<file path="config.mk">
export PLATFORM = sky130hd
export DESIGN_NAME = pipe_spawner
export DESIGN_NICKNAME = d
export VERILOG_FILES = /design/src/rtl/flappy_pkg.sv /design/src/rtl/pipe_gap_mask.sv /design/src/rtl/pipe_spawner.sv
export SDC_FILE = /design/constraint.sdc
export NUM_CORES = 1
export LEC_CHECK = 0
export BUFFER_PORTS_ARGS = -buffer_cell sky130_fd_sc_hd__buf_2
export CAP_MARGIN = 15
export CORE_MARGIN = 5
export CORE_UTILIZATION = 30
export CTS_CLUSTER_SIZE = 16
export DETAILED_ROUTE_END_ITERATION = 10
export GPL_ROUTABILITY_DRIVEN = 1
export PLACE_DENSITY_LB_ADDON = 0.2
export SYNTH_ARGS = -nofsm -noshare
export SYNTH_HDL_FRONTEND = slang
export SYNTH_SLANG_ARGS = --single-unit
</file>
<file path="constraint.sdc">
create_clock -name clk -period 2.2 [get_ports clk]
set_input_delay 0.22 -clock clk [delete_from_list [all_inputs] [get_ports clk]]
set_output_delay 0.22 -clock clk [all_outputs]
set_load 0.005 [all_outputs]
</file>
<file path="src/rtl/flappy_pkg.sv">
// Shared constants and types for the Flappy Bird playfield and pipe generator.
package flappy_pkg;

  localparam int ROWS_DEF       = 16;
  localparam int PIPE_WIDTH_DEF = 2;
  localparam int SPACING_DEF    = 4;
  localparam int GAP_H_DEF      = 4;
  localparam int GAP_OFFSET_DEF = 4;

  // Playfield geometry shared with the LED-matrix display driver.
  localparam int PLAYFIELD_ROWS = 16;
  localparam int PLAYFIELD_COLS = 32;

  localparam int CNT_W = 8;

  typedef enum logic [1:0] {
    IDLE  = 2'd0,
    SPACE = 2'd1,
    PIPE  = 2'd2
  } state_e;

  function automatic logic [7:0] sat_inc8(input logic [7:0] v);
    return (v == 8'hFF) ? v : v + 8'd1;
  endfunction

endpackage

</file>
<file path="src/rtl/pipe_gap_mask.sv">
// Builds a fully lit pipe column with GAP_H rows cleared starting at gap_base.
module pipe_gap_mask
  import flappy_pkg::*;
#(
  parameter int ROWS  = ROWS_DEF,
  parameter int GAP_H = GAP_H_DEF
) (
  input  logic [CNT_W-1:0] gap_base,
  output logic [ROWS-1:0]  col
);

  logic [CNT_W:0] gap_lo;
  logic [CNT_W:0] gap_hi;

  // One extra bit so gap_base+GAP_H never wraps.
  assign gap_lo = {1'b0, gap_base};
  assign gap_hi = {1'b0, gap_base} + (CNT_W+1)'(GAP_H);

  genvar gi;
  generate
    for (gi = 0; gi < ROWS; gi++) begin : g_row
      localparam logic [CNT_W:0] ROW_IDX = (CNT_W+1)'(gi);
      assign col[gi] = !((ROW_IDX >= gap_lo) && (ROW_IDX < gap_hi));
    end
  endgenerate

endmodule

</file>
<file path="src/rtl/pipe_spawner.sv">
// Turns scroll ticks into a stream of spacing/pipe columns with LFSR-placed gaps.
module pipe_spawner
  import flappy_pkg::*;
#(
  parameter int ROWS       = ROWS_DEF,
  parameter int PIPE_WIDTH = PIPE_WIDTH_DEF,
  parameter int SPACING    = SPACING_DEF,
  parameter int GAP_H      = GAP_H_DEF,
  parameter int GAP_OFFSET = GAP_OFFSET_DEF
) (
  input  logic            clk,
  input  logic            reset,
  input  logic            active,
  input  logic            shift,
  input  logic [2:0]      rand_in,
  output logic [ROWS-1:0] col_out,
  output logic            col_valid,
  output logic [7:0]      pipe_count
);

  state_e            state_q, state_d;
  logic [CNT_W-1:0]  space_cnt_q, space_cnt_d;
  logic [CNT_W-1:0]  pipe_cnt_q, pipe_cnt_d;
  logic [CNT_W-1:0]  gap_base_q, gap_base_d;
  logic [ROWS-1:0]   col_out_q, col_out_d;
  logic              col_valid_q, col_valid_d;
  logic [7:0]        pipe_count_q, pipe_count_d;
  logic [ROWS-1:0]   pipe_col;

  pipe_gap_mask #(
    .ROWS  (ROWS),
    .GAP_H (GAP_H)
  ) u_mask (
    .gap_base (gap_base_q),
    .col      (pipe_col)
  );

  always_comb begin
    state_d      = state_q;
    space_cnt_d  = space_cnt_q;
    pipe_cnt_d   = pipe_cnt_q;
    gap_base_d   = gap_base_q;
    col_out_d    = col_out_q;
    col_valid_d  = 1'b0;
    pipe_count_d = pipe_count_q;

    if (!active) begin
      state_d      = IDLE;
      space_cnt_d  = '0;
      pipe_cnt_d   = '0;
      col_out_d    = '0;
      pipe_count_d = '0;
    end else begin
      case (state_q)
        IDLE: begin
          // shift is deliberately ignored on the cycle the game starts.
          state_d     = SPACE;
          space_cnt_d = '0;
          col_out_d   = '0;
        end
        SPACE: begin
          if (shift) begin
            col_out_d   = '0;
            col_valid_d = 1'b1;
            space_cnt_d = space_cnt_q + 1'b1;
            if (space_cnt_q == CNT_W'(SPACING - 1)) begin
              gap_base_d = {{(CNT_W-3){1'b0}}, rand_in} + CNT_W'(GAP_OFFSET);
              pipe_cnt_d = '0;
              state_d    = PIPE;
            end
          end
        end
        PIPE: begin
          if (shift) begin
            col_out_d   = pipe_col;
            col_valid_d = 1'b1;
            pipe_cnt_d  = pipe_cnt_q + 1'b1;
            if (pipe_cnt_q == CNT_W'(PIPE_WIDTH - 1)) begin
              pipe_count_d = sat_inc8(pipe_count_q);
              space_cnt_d  = '0;
              state_d      = SPACE;
            end
          end
        end
        default: state_d = IDLE;
      endcase
    end
  end

  always_ff @(posedge clk) begin
    if (reset) begin
      state_q      <= IDLE;
      space_cnt_q  <= '0;
      pipe_cnt_q   <= '0;
      gap_base_q   <= '0;
      col_out_q    <= '0;
      col_valid_q  <= 1'b0;
      pipe_count_q <= '0;
    end else begin
      state_q      <= state_d;
      space_cnt_q  <= space_cnt_d;
      pipe_cnt_q   <= pipe_cnt_d;
      gap_base_q   <= gap_base_d;
      col_out_q    <= col_out_d;
      col_valid_q  <= col_valid_d;
      pipe_count_q <= pipe_count_d;
    end
  end

  assign col_out    = col_out_q;
  assign col_valid  = col_valid_q;
  assign pipe_count = pipe_count_q;

endmodule

</file>
---- Word-level counts from Yosys, hierarchy flattened ----
Cells that the tools add are included.
word-level totals
  output and inout port bits .............. 25
  input bits .............................. 7
  flip-flop bits (word level) ............. 51
  logic and storage cells ................. 117
cells by class
  $add $sub $neg .......................... 5
  order comparisons ....................... 32
  equal/unequal tests ..................... 9
  reduce and logical (&&, ||, !) cells .... 44
  multiplexer cells ....................... 17
  bitwise operators ....................... 3
operators by type and width
  kind                                                        number
  less-than comparator 4 x 9 -> 1 bit (first input constant)  8
  >= comparator 4 x 8 -> 1 bit (first input constant)         8
  2-to-1 mux 8 bit                                            6
  case mux 16 bit (3 select lines)                            1
  less-than comparator 3 x 9 -> 1 bit (first input constant)  4
  >= comparator 3 x 8 -> 1 bit (first input constant)         4
  2-to-1 mux 16 bit                                           2
  adder 8 x 1 -> 8 bit (second input constant)                3
  case mux 8 bit (3 select lines)                             1
  AND reduction 4 bit                                         5
  less-than comparator 1 x 9 -> 1 bit (first input constant)  2
  less-than comparator 2 x 9 -> 1 bit (first input constant)  2
  >= comparator 1 x 8 -> 1 bit (first input constant)         2
  >= comparator 2 x 8 -> 1 bit (first input constant)         2
  logical AND 1 bit                                           16
  zero test 1 bit                                             16
  case mux 8 bit (2 select lines)                             1
  adder 8 x 3 -> 9 bit (second input constant)                1
  == test 8 x 1 -> 1 bit (second input constant)              1
  == test 8 x 2 -> 1 bit (second input constant)              1
  == test 8 bit (second input constant)                       1
  2-to-1 mux 2 bit                                            4
  inequality test 2 bit (second input constant)               4
  case mux 2 bit (3 select lines)                             1
  other kinds (11)                                            14

---- Longest topological paths before layout ----
Gate-level depths: netlist of run 1.
  depth after elaboration ................. 6
  gate-level depth with buffers ........... 9
  gate-level depth less buffers ........... 6

---- Cells and area by module ----
Synthesis of run 1 repeated with hierarchy kept, for this count alone.
second synthesis, totals
  cells, all modules ...................... 346
  area, all modules ....................... 2733.9 um^2
modules (own cells, without submodules)
  module         times used  area an instance (um^2)  cells each  sequential area each (um^2)
  pipe_spawner   1           2294.7                   272         940.9
  pipe_gap_mask  1           439.2                    74          0.0

---- Least setup slack after synthesis of run 1 ----
Ideal clock, no wire load.
  path type ............................... reg-to-reg
  start ................................... reg state_q[0]
  end ..................................... reg space_cnt_q[3]
  required time ........................... 2126 ps
  library setup time ...................... 74 ps
  path buffers ............................ 2
  path slack .............................. 89 ps
  stages on the path, launching flop included .. 9
  arrival time ............................ 2036 ps
  period minus slack after synthesis ...... 2111 ps
  cells stage by stage .................... dfxtp_1 > inv_1 > ha_1 > clkbuf_1 > o21ba_2 > or2_2 > clkbuf_2 > or4_1 > a31oi_1
between the ends
  word-level cells in the longest chain between the ends .. 3
  elaborated cells on any way between the ends .. 9
  classes of those cells .................. 5 x eq/ne; 1 x mux; 3 x reduce/logical
ends and longest elaborated chain
  item                                                                                 line                 source
  start, declared                                                                      pipe_spawner.sv:21   state_e state_q, state_d;
  start signal, assigned                                                               pipe_spawner.sv:100  state_q <= state_d;
  == test 2 bit (tied with other cells)                                                pipe_spawner.sv:54   case (state_q)
  inequality test 2 bit (no source line) / nonzero test 3 bit (equally long branches)  --
  AND reduction 4 bit (no source line)                                                 --
  end signal, assigned                                                                 pipe_spawner.sv:101  space_cnt_q <= space_cnt_d;
  end, declared                                                                        pipe_spawner.sv:22   logic [CNT_W-1:0] space_cnt_q, space_cnt_d;
Several ways; a longest one is shown, not always the timed one.
A chain may end at the register's enable or synchronous reset.

---- Worst setup path in the final report of run 1 ----
Ends and elaborated chain as after synthesis.

==> results of run 1 <==
cell families (layout without fill, tap and decap cells):
family          count (synthesis)  count (layout)  share of synthesized area, %
flops                          47              47                          35.6
buf+inv                        31              66                          4.49
fa+ha+maj                      16              16                          7.56
simple gates                  114             114                          23.2
mux                             4               4                          1.51
compound gates                105             105                          27.7
synthesized netlist by cell type, drive strengths merged, types with 5 or more instances:
cell,instances
a21oi,27
a31oi,5
and3,5
clkbuf,20
dfxtp,47
ha,16
inv,10
nand2,32
nand3,14
nand4,5
nor2,13
nor3,11
nor4,5
o21a,6
o21ai,23
o221a,5
o31a,5
repair_timing:
item,CTS,global route
endpoints found under the setup margin,0,1
hold endpoints to repair,0,0
gates resized for setup,0,1
setup buffers,0,0
worst max-delay path: cells and delay by family, from the launching register on:
family / cells / cell delay, ps
adder cells (fa/ha/maj): 1 / 210
flip-flops: 1 / 400
AO/OA/AOI/OAI: 2 / 400
AND/OR/NAND/NOR: 2 / 910
buffers and inverters: 1 / 90
flip-flops by register name, indices dropped and copies added, names as in the netlist:
signal,cells
space_cnt_q,8
col_valid,1
col_out,16
state_q,2
pipe_cnt_q,8
gap_base_q,4
pipe_count,8
worst paths after layout:
| kind | start | endpoint | cells after the start |
|---|---|---|---|
| min reg2reg | col_out[1] | col_out[1] | 2 |
| min | rand_in[2] | gap_base_q[2] | 2 |
| max reg2reg | state_q[0] | space_cnt_q[3] | 6 |
| max | state_q[0] | space_cnt_q[3] | 6 |
metrics by stage:
step	cells	cell area, sq um	setup WS (ps)	utilization (%)	power, mW
floorplan	317	2650	89.5	-	0.999
global placement	452	2980	176	34.4	1.06
detailed placement	452	2980	162	34.4	1.06
CTS	460	3080	126	35.5	1.66
global route	460	3090	6.36	35.6	1.72
finish	460	3090	105	35.6	1.63
area by class of cell:
cell class                      instances  area, sq um
Multi-Input combinational cell        239         1590
Sequential cell                        47          941
Tap cell                              108          135
Fill cell                             943         5590
Clock buffer                            8          100
Timing Repair Buffer                   48          283
Inverter                               10         37.5
metal layers:
metal	share of wire [%]	wire length, um	track usage (%)	vias to the layer above
met4	1.2	80	3.33	0
met2	46	3160	19.9	56
met1	48	3310	17.6	1180
met3	4.2	286	2.23	8
met5	0	0	0	-
li1	-	-	-	1261
power by group:
part / total [mW] / internal (mW) / switching (mW)
registers: 0.862 / 0.857 / 0.00550
clock network: 0.590 / 0.288 / 0.303
logic: 0.180 / 0.0640 / 0.116
total: 1.63 / 1.21 / 0.424
==> impl_results.md, run 1 <==
* CP Max Fanout at 7
* CP Cell Sequence: inv_1 -> ha_1 -> o21ba_2 -> or2_2 -> or4_1 -> a31oi_1
* Max incr delay on CP at between 500 and 600 ps
* Mapped Nets at 340
* Slowest-stage cell, CP: or4_1
* WP data required at 2420 ps
* TNS Setup at 0 ps
* Post-DP HPWL at 4.92 mm
* IO Count at 32
* Worst-Margin Slew at roughly 840 ps
* Initial antenna violation count at 0
* Total track usage at 12.6%
* Final Hold Vio Count at 0
* Nets@finish at 374
* Antenna cells at 0
* Hold-fix buffers, CTS at 0
* Unrepaired setup endpoints after global routing: no
* Top cell type's share of synthesized area at a little over a third
* Number of synthesis warnings at 0
* Status: finished clean
* Most frequent cells in the layout: dfxtp_1, nand2_1, buf_2
* Layout area overhead at 16.7%
* Final period utilization at 95.2%
* Clock Skews at approximately 8 ps
* # DRC at 0
* Starting Density at between 30% and 40%
* Post-synth EDFFs at 0
* Startpoint Class: flip-flop
* CTS tree: built
* Final Max Tran Viols at 0
* Die height at 104 um
* Most common cell after layout, fill and taps aside: dfxtp_1
* Htree depth at 2
* Max cap viols at 0
* Final ANT Viol Nets at 0
* Core ar. at 8680 sq um
* DR vias at 2,505
* Clk slew on worst S/H paths at approximately 90 ps
* Register area share after synthesis at 35.6%
* Post-synth cell types at 52
* I/O Buffers at 31
* Die X-Extent at 104 um
* Setup CP Type: reg2reg
* Post-synthesis register bit count at 47
* Vias in the first global route at 2,304
* First-pass GRT wire length at 11.6 mm
* CTS Sinks at 47
* Setup violation total in the final timing report at 0
* Routed vias/inst at approximately 5.4
* Wire per inst at roughly 15 um
* Area contributors post-synth: dfxtp_1, ha_1, a21oi_1
* Iteration-0 DRC Markers at 133
* Placer's final routability congestion estimate at roughly 0.77
* Site Rows at 34
* Routed wire length at roughly 7 mm
* Die Area at 10,800 sq um
* Mapped cell area at 2650 sq um
* Remaining Overflow, GRT at 0
* Clock root buffer: clkbuf_8
* Reg2reg setup slack at 110 ps
* Highest clock rate at 0.477 GHz
* Maximum clock path buffer count at 2
* Largest net degree at the start of global routing at 21
* Share of post-route cells with drive strength above 1 at 20.5%
* Hold Path Class: in2reg
* Initial DRT Pass Iterations at 4
* Critical Path End Type: flip-flop
* Clock Latency Late Sink at 300 ps
* P per Cell Area at 529 nW/um^2
* Final hold slack at 108 ps
* Critical path arrival at between 2000 and 2500 ps
* Mapped Cells at 317
* Synth area leader: dfxtp_1
* Peak VDD IR at 0.231 mV
* Min cycle time layout at 2090 ps
* Mapped Avg Cell Area at 8.35 sq um
* CTS Buf Count at 5
* Dominant synthesized flop cell: dfxtp_1
* Worst slew margin at 44.3%
* Async SR Flop Fraction at 0%
* Leakage at 1.14 nW
Power figures use the tool's default switching activity.
==> run 2, diff against run 1 <==
PLACE_DENSITY = 0.57   (was unset)
PLACE_DENSITY_LB_ADDON = unset   (was 0.2)
==> run 2 against run 1 <==
Critical path depth fell by 1. Core utilization rose by 0.14 points. Clock power rose by 9.0%. Sequential power barely moved.
==> impl_results.md, run 2 (synthesis gave the netlist of run 1 again) <==
* Slowest-stage cell, CP: or4b_4
* Largest net degree at the start of global routing at 21
* Die X-Extent at ~100 um
* CP Max Fanout at 8
* # DRC at 0
* Routed wire length at 6.71 mm
* CTS Sinks at 47
* Critical R2R Capture: pipe_cnt_q[0]
* Iteration-0 DRC Markers at 134
* Max cap viols at 0
* Htree depth at 2
* CTS tree: built
* Die Area at about 11,000 sq um
* Nets@finish at around 370
* Clock root buffer: clkbuf_8
* Sequential Area at 941 sq um
* Worst R2R Path Depth at 5
* Remaining Overflow, GRT at 0
* Power, Total at about 1.7 mW
* Post-DP HPWL at 4.82 mm
* Starting Density at 30.5%
* Total track usage at 12.3%
* I/O Buffers at 31
* FILL cells at 924
* Setup CP Type: reg2reg
* Routed vias/inst at 5.39
* Hold Path Class: in2reg
* Post-CTS Setup Repair Bufs at 0
* Min cycle time layout at about 2100 ps
* Wire per inst at between 10 and 15 um
* First-pass GRT wire length at between 10 and 15 mm
* Final Cell Area at 3100 sq um
* Clock Latency Late Sink at 300 ps
* Final period utilization at 95.6%
* Multi-input gate area at 1590 sq um
* Initial DRT Pass Iterations at 5
* Maximum clock path buffer count at 2
* Initial antenna violation count at 0
* Core ar. at 8680 sq um
* Worst slew margin at 63.5%
* Vias in the first global route at 2,312
* Setup crit end: pipe_cnt_q[0]
* Critical Path End Type: flip-flop
* IO Count at 32
* Share of post-route cells with drive strength above 1 at 20.7%
* Reg2reg setup slack at 100 ps
* Peak VDD IR at between 0.2 and 0.3 mV
* Final Util at 35.7%
* Setup violation total in the final timing report at 0
* Layout area overhead at 17.2%
* Status: finished clean
* Placer's final routability congestion estimate at 0.813
* Site Rows at 34
* WP data required at 2440 ps
* Antenna cells at 0
* Clock Skews at 12.2 ps
* CTS Buf Count at 5
* Post-Place Setup Slack at 149 ps
* Worst r2r src: space_cnt_q[0]
* Max FFs per register at 16
* Die height at 104 um
* CP Cell Sequence: ha_1 -> or4b_4 -> o41a_4 -> or3_1 -> a21oi_1
* Most common cell after layout, fill and taps aside: dfxtp_1
* Startpoint Class: flip-flop
* Worst Setup Slack, final at slightly below 100 ps
* DR vias at between 2,000 and 2,500
* P per Cell Area at between 500 and 600 nW/um^2
* Leakage at 1.14 nW
* Worst-Margin Slew at 548 ps
* CP Launch Point: space_cnt_q[0]
* Post-DP Area at 2980 sq um
* Most frequent cells in the layout: dfxtp_1, nand2_1, buf_2
* Final hold slack at 110 ps
* Final ANT Viol Nets at 0
* Placed cells at 452
* Final std cells w/o fill at 460
* Final Max Tran Viols at 0
* TNS Setup at 0 ps
* Hold-fix buffers, CTS at 0
* Max incr delay on CP at 510 ps
* Clk slew on worst S/H paths at 100 ps
* Highest clock rate at ~0.48 GHz
* Critical path arrival at roughly 2300 ps
* Final Hold Vio Count at 0
==> run 2: what timing repair did <==
action,4_1_cts,5_1_grt
gates resized for setup,0,1
endpoints found under the setup margin,0,1
hold endpoints to repair,0,0
==> run 2: where the power goes <==
| group | total [mW] | internal (mW) | switching, mW |
|---|---|---|---|
| combinational | 0.177 | 0.0638 | 0.113 |
| clock | 0.643 | 0.339 | 0.305 |
| sequential | 0.862 | 0.857 | 0.00544 |
| total | 1.68 | 1.26 | 0.423 |
==> run 2: worst max-delay path, delay by kind of cell, from the launching register on <==
| kind | cells | cell delay (ps) |
|---|---|---|
| and+or+nand+nor | 2 | 880 |
| AOI/OAI and AO/OA | 2 | 560 |
| adders and majority gates | 1 | 210 |
| DFF | 1 | 370 |
==> run 2: how the worst min path moves through the flow <==
stage               start             to  slack (ps)  cells after the start
6_report       rand_in[2]  gap_base_q[2]         110                      2
5_1_grt        rand_in[2]  gap_base_q[2]         110                      2
4_1_cts        rand_in[2]  gap_base_q[2]         100                      2
3_5_place_dp   rand_in[2]  gap_base_q[2]         420                      2
3_3_place_gp   rand_in[2]  gap_base_q[2]         420                      2
2_1_floorplan       reset  gap_base_q[0]         290                      1
==> run 2: per-layer routing <==
metal / GRT usage [%] / up-vias / part of all wire [%]
met3: 3.04 / 6 / 3.9
met1: 16.9 / 1166 / 49
met2: 19.0 / 49 / 46
li1: - / 1257 / -
met5: 0 / - / 0
met4: 3.52 / 0 / 1.3
==> run 2: final cells by class <==
class,count,share of cell area [%]
Sequential cell,47,30.3
Inverter,10,1.21
Timing Repair Buffer,48,9.12
Clock inverter,3,1.41
Clock buffer,5,2.22
Tap cell,108,4.36
Multi-Input combinational cell,239,51.4
==> run 3, diff against run 2 <==
ABC_AREA = 1   (was unset)
HOLD_SLACK_MARGIN = 0.15   (was unset)
==> run 3 against run 2 <==
Wire length fell by 7.4%. Register-to-register slack improved by 280 ps. Clock power fell by 3%. Core utilization decreased by 1.5 points. Synthesized cell count grew 24%.
==> impl_results.md, run 3 <==
* Commonest cells in the netlist: nand2_1, nor2_1, dfxtp_1
* Critical path arrival at 2050 ps
* Status: finished clean
* Most frequent cells in the layout: nand2_1, nor2_1, dfxtp_1
* Vias in the first global route at 2,392
* Placer's final routability congestion estimate at 0.839
* Worst Setup Slack, final at 378 ps
* Number of synthesis warnings at 0
* Mapped Avg Cell Area at 7.02 sq um
* Final period utilization at 82.8%
* Setup violation total in the final timing report at 0
* FILL cells at just over 1,000
* Die Area at approximately 11,000 sq um
* CTS Sinks at 47
* IO Count at 32
* Nets@finish at 450
* Post-Place Setup Slack at between 400 and 500 ps
* Clock Skews at roughly 5.3 ps
* P per Cell Area at ~550 nW/um^2
* Unrepaired setup endpoints after global routing: no
* Cell-internal power at 1.27 mW
* CTS tree: built
* Final Cell Area at 3120 sq um
* Starting Density at 30.3%
* Hold depth at 3
* Clock root buffer: clkbuf_8
* Power, Total at around 1.7 mW
* Register area share after synthesis at 34.1%
* DR vias at between 2,000 and 3,000
* Clock Latency Late Sink at 300 ps
* Post-CTS sizing at 0
* Maximum clock path buffer count at 2
* Post-DP Area at 3010 sq um
* Synth area leader: dfxtp_1
* Final std cells w/o fill at 538
* Placed cells at 530
* CTS Buf Count at 5
* Startpoint Class: flip-flop
* Worst slew margin at about 60%
* Largest net degree at the start of global routing at 29
* Switching portion of total power at 26.6%
* Highest routed metal layer: met4
* Leakage at approximately 1.3 nW
* Max cap viols at 0
* Final Hold Vio Count at 0
* Net switching power at around 0.46 mW
* Mapped Nets at 416
* TNS Setup at 0 ps
* Initial DRT Pass Iterations at 4
* Post-DP HPWL at 4.61 mm
* Most common cell in the netlist: nand2_1
* Hold Path Class: in2reg
* Min cycle time layout at about 1800 ps
* Worst-Margin Slew at 588 ps
* Die X-Extent at about 110 um
* Top cell type's share of synthesized area at 34.1%
* Total track usage at 11.3%
* # DRC at 0
* Hold-fix buffers, CTS at 1
* Final Max Tran Viols at 0
* Final ANT Viol Nets at 0
* Routed vias/inst at 4.72
* Wire per inst at roughly 12 um
* WP data required at 2430 ps
* Logic pwr share at 12.7%
* Peak VDD IR at 0.217 mV
* Layout area overhead at 13.2%
* Async SR Flop Fraction at 0%
* Mapped Cells at 393
* Max FFs per register at 16
* I/O Buffers at 31
* Post-CTS Setup Repair Bufs at 0
* Dominant synthesized flop cell: dfxtp_1
* Reg power frac at 51.2%
* CP Max Fanout at 11
* Share of post-route cells with drive strength above 1 at 18.3%
* Post-synth cell types at 37
* Most common cell after layout, fill and taps aside: nand2_1
* Critical Path End Type: flip-flop
* Htree depth at 2
* Wl on met1 at 3.04 mm
* Mapped cell area at 2760 sq um
* Initial antenna violation count at 0
* Setup CP Type: reg2reg
* Final hold slack at roughly 200 ps
* Remaining Overflow, GRT at 0
* Area contributors post-synth: dfxtp_1, nand2_1, nor2_1
* Routed wire length at 6.22 mm
* Iteration-0 DRC Markers at 82
* Metal3 WL at 196 um
* Antenna cells at 0
* Die height at about 110 um
* Post-synth EDFFs at 0
* Post-synthesis register bit count at 47
* Core ar. at 9110 sq um
* Worst R2R Path Depth at 8
* First-pass GRT wire length at 10.8 mm
* Site Rows at 35
* Met2 WL at 2.94 mm
* Clk slew on worst S/H paths at 90 ps
* Highest clock rate at 0.549 GHz
* Clock Power Share at 36.0%
* Final Util at 34.3%
## run 3: cell types whose count changed in the layout (fill, tap and decap cells not counted), sizes merged, moves of 6 or more
cell   delta
nand2    +64
nor2     +51
inv      +36
a21oi    +17
buf      -16
nand3     +6
## run 3: routing by layer
layer / track usage [%] / vias up
met3: 2.06 / 5
met1: 14.9 / 1164
li1: - / 1331
met5: 0 / -
met4: 2.68 / 0
met2: 19.2 / 39
## run 3: worst paths after layout
kind	from	endpoint	slack (ps)
max	gap_base_q[2]	col_out[14]	380
min reg2reg	col_out[7]	col_out[7]	470
min	rand_in[2]	gap_base_q[2]	200
max reg2reg	gap_base_q[2]	col_out[14]	380
## run 3: power by group through the flow
| stage | clock network, mW | logic (mW) | registers, mW |
|---|---|---|---|
| 2_1_floorplan | 0 | 0.178 | 0.902 |
| 3_3_place_gp | 0 | 0.219 | 0.906 |
| 3_5_place_dp | 0 | 0.221 | 0.906 |
| 4_1_cts | 0.649 | 0.224 | 0.887 |
| 5_1_grt | 0.675 | 0.254 | 0.890 |
| 6_report | 0.624 | 0.221 | 0.887 |
## run 3: final cells by class
cell class | instances | area (sq um) | area share (%)
sequential | 47 | 941 | 30.1
tap | 111 | 139 | 4.45
multi-input combinational | 294 | 1590 | 50.8
clock inverter | 1 | 30.0 | 0.962
clock buffer | 6 | 72.6 | 2.32
timing repair buffer | 33 | 173 | 5.53
inverter | 46 | 180 | 5.77
## run 3: critical path, cell delays in order, from the launching register on
cell	delay, ps
dfxtp_1	570
inv_1	190
ha_1	350
inv_1	60
nor2_1	180
nand2_1	80
o211ai_1	120
nand2_1	90
a21oi_1	120
## run 3: cell families (layout without fill, tap and decap cells)
kind of cell               after synthesis  count (layout)  synth area share, %
adders and majority gates               16              16                 7.26
AOI/OAI and AO/OA                       80              80                 17.2
xor gates and xnor gates                 5               5                 1.59
buffers and inverters                   52              86                 8.34
DFF                                     47              47                 34.1
and+or+nand+nor                        193             193                 31.5
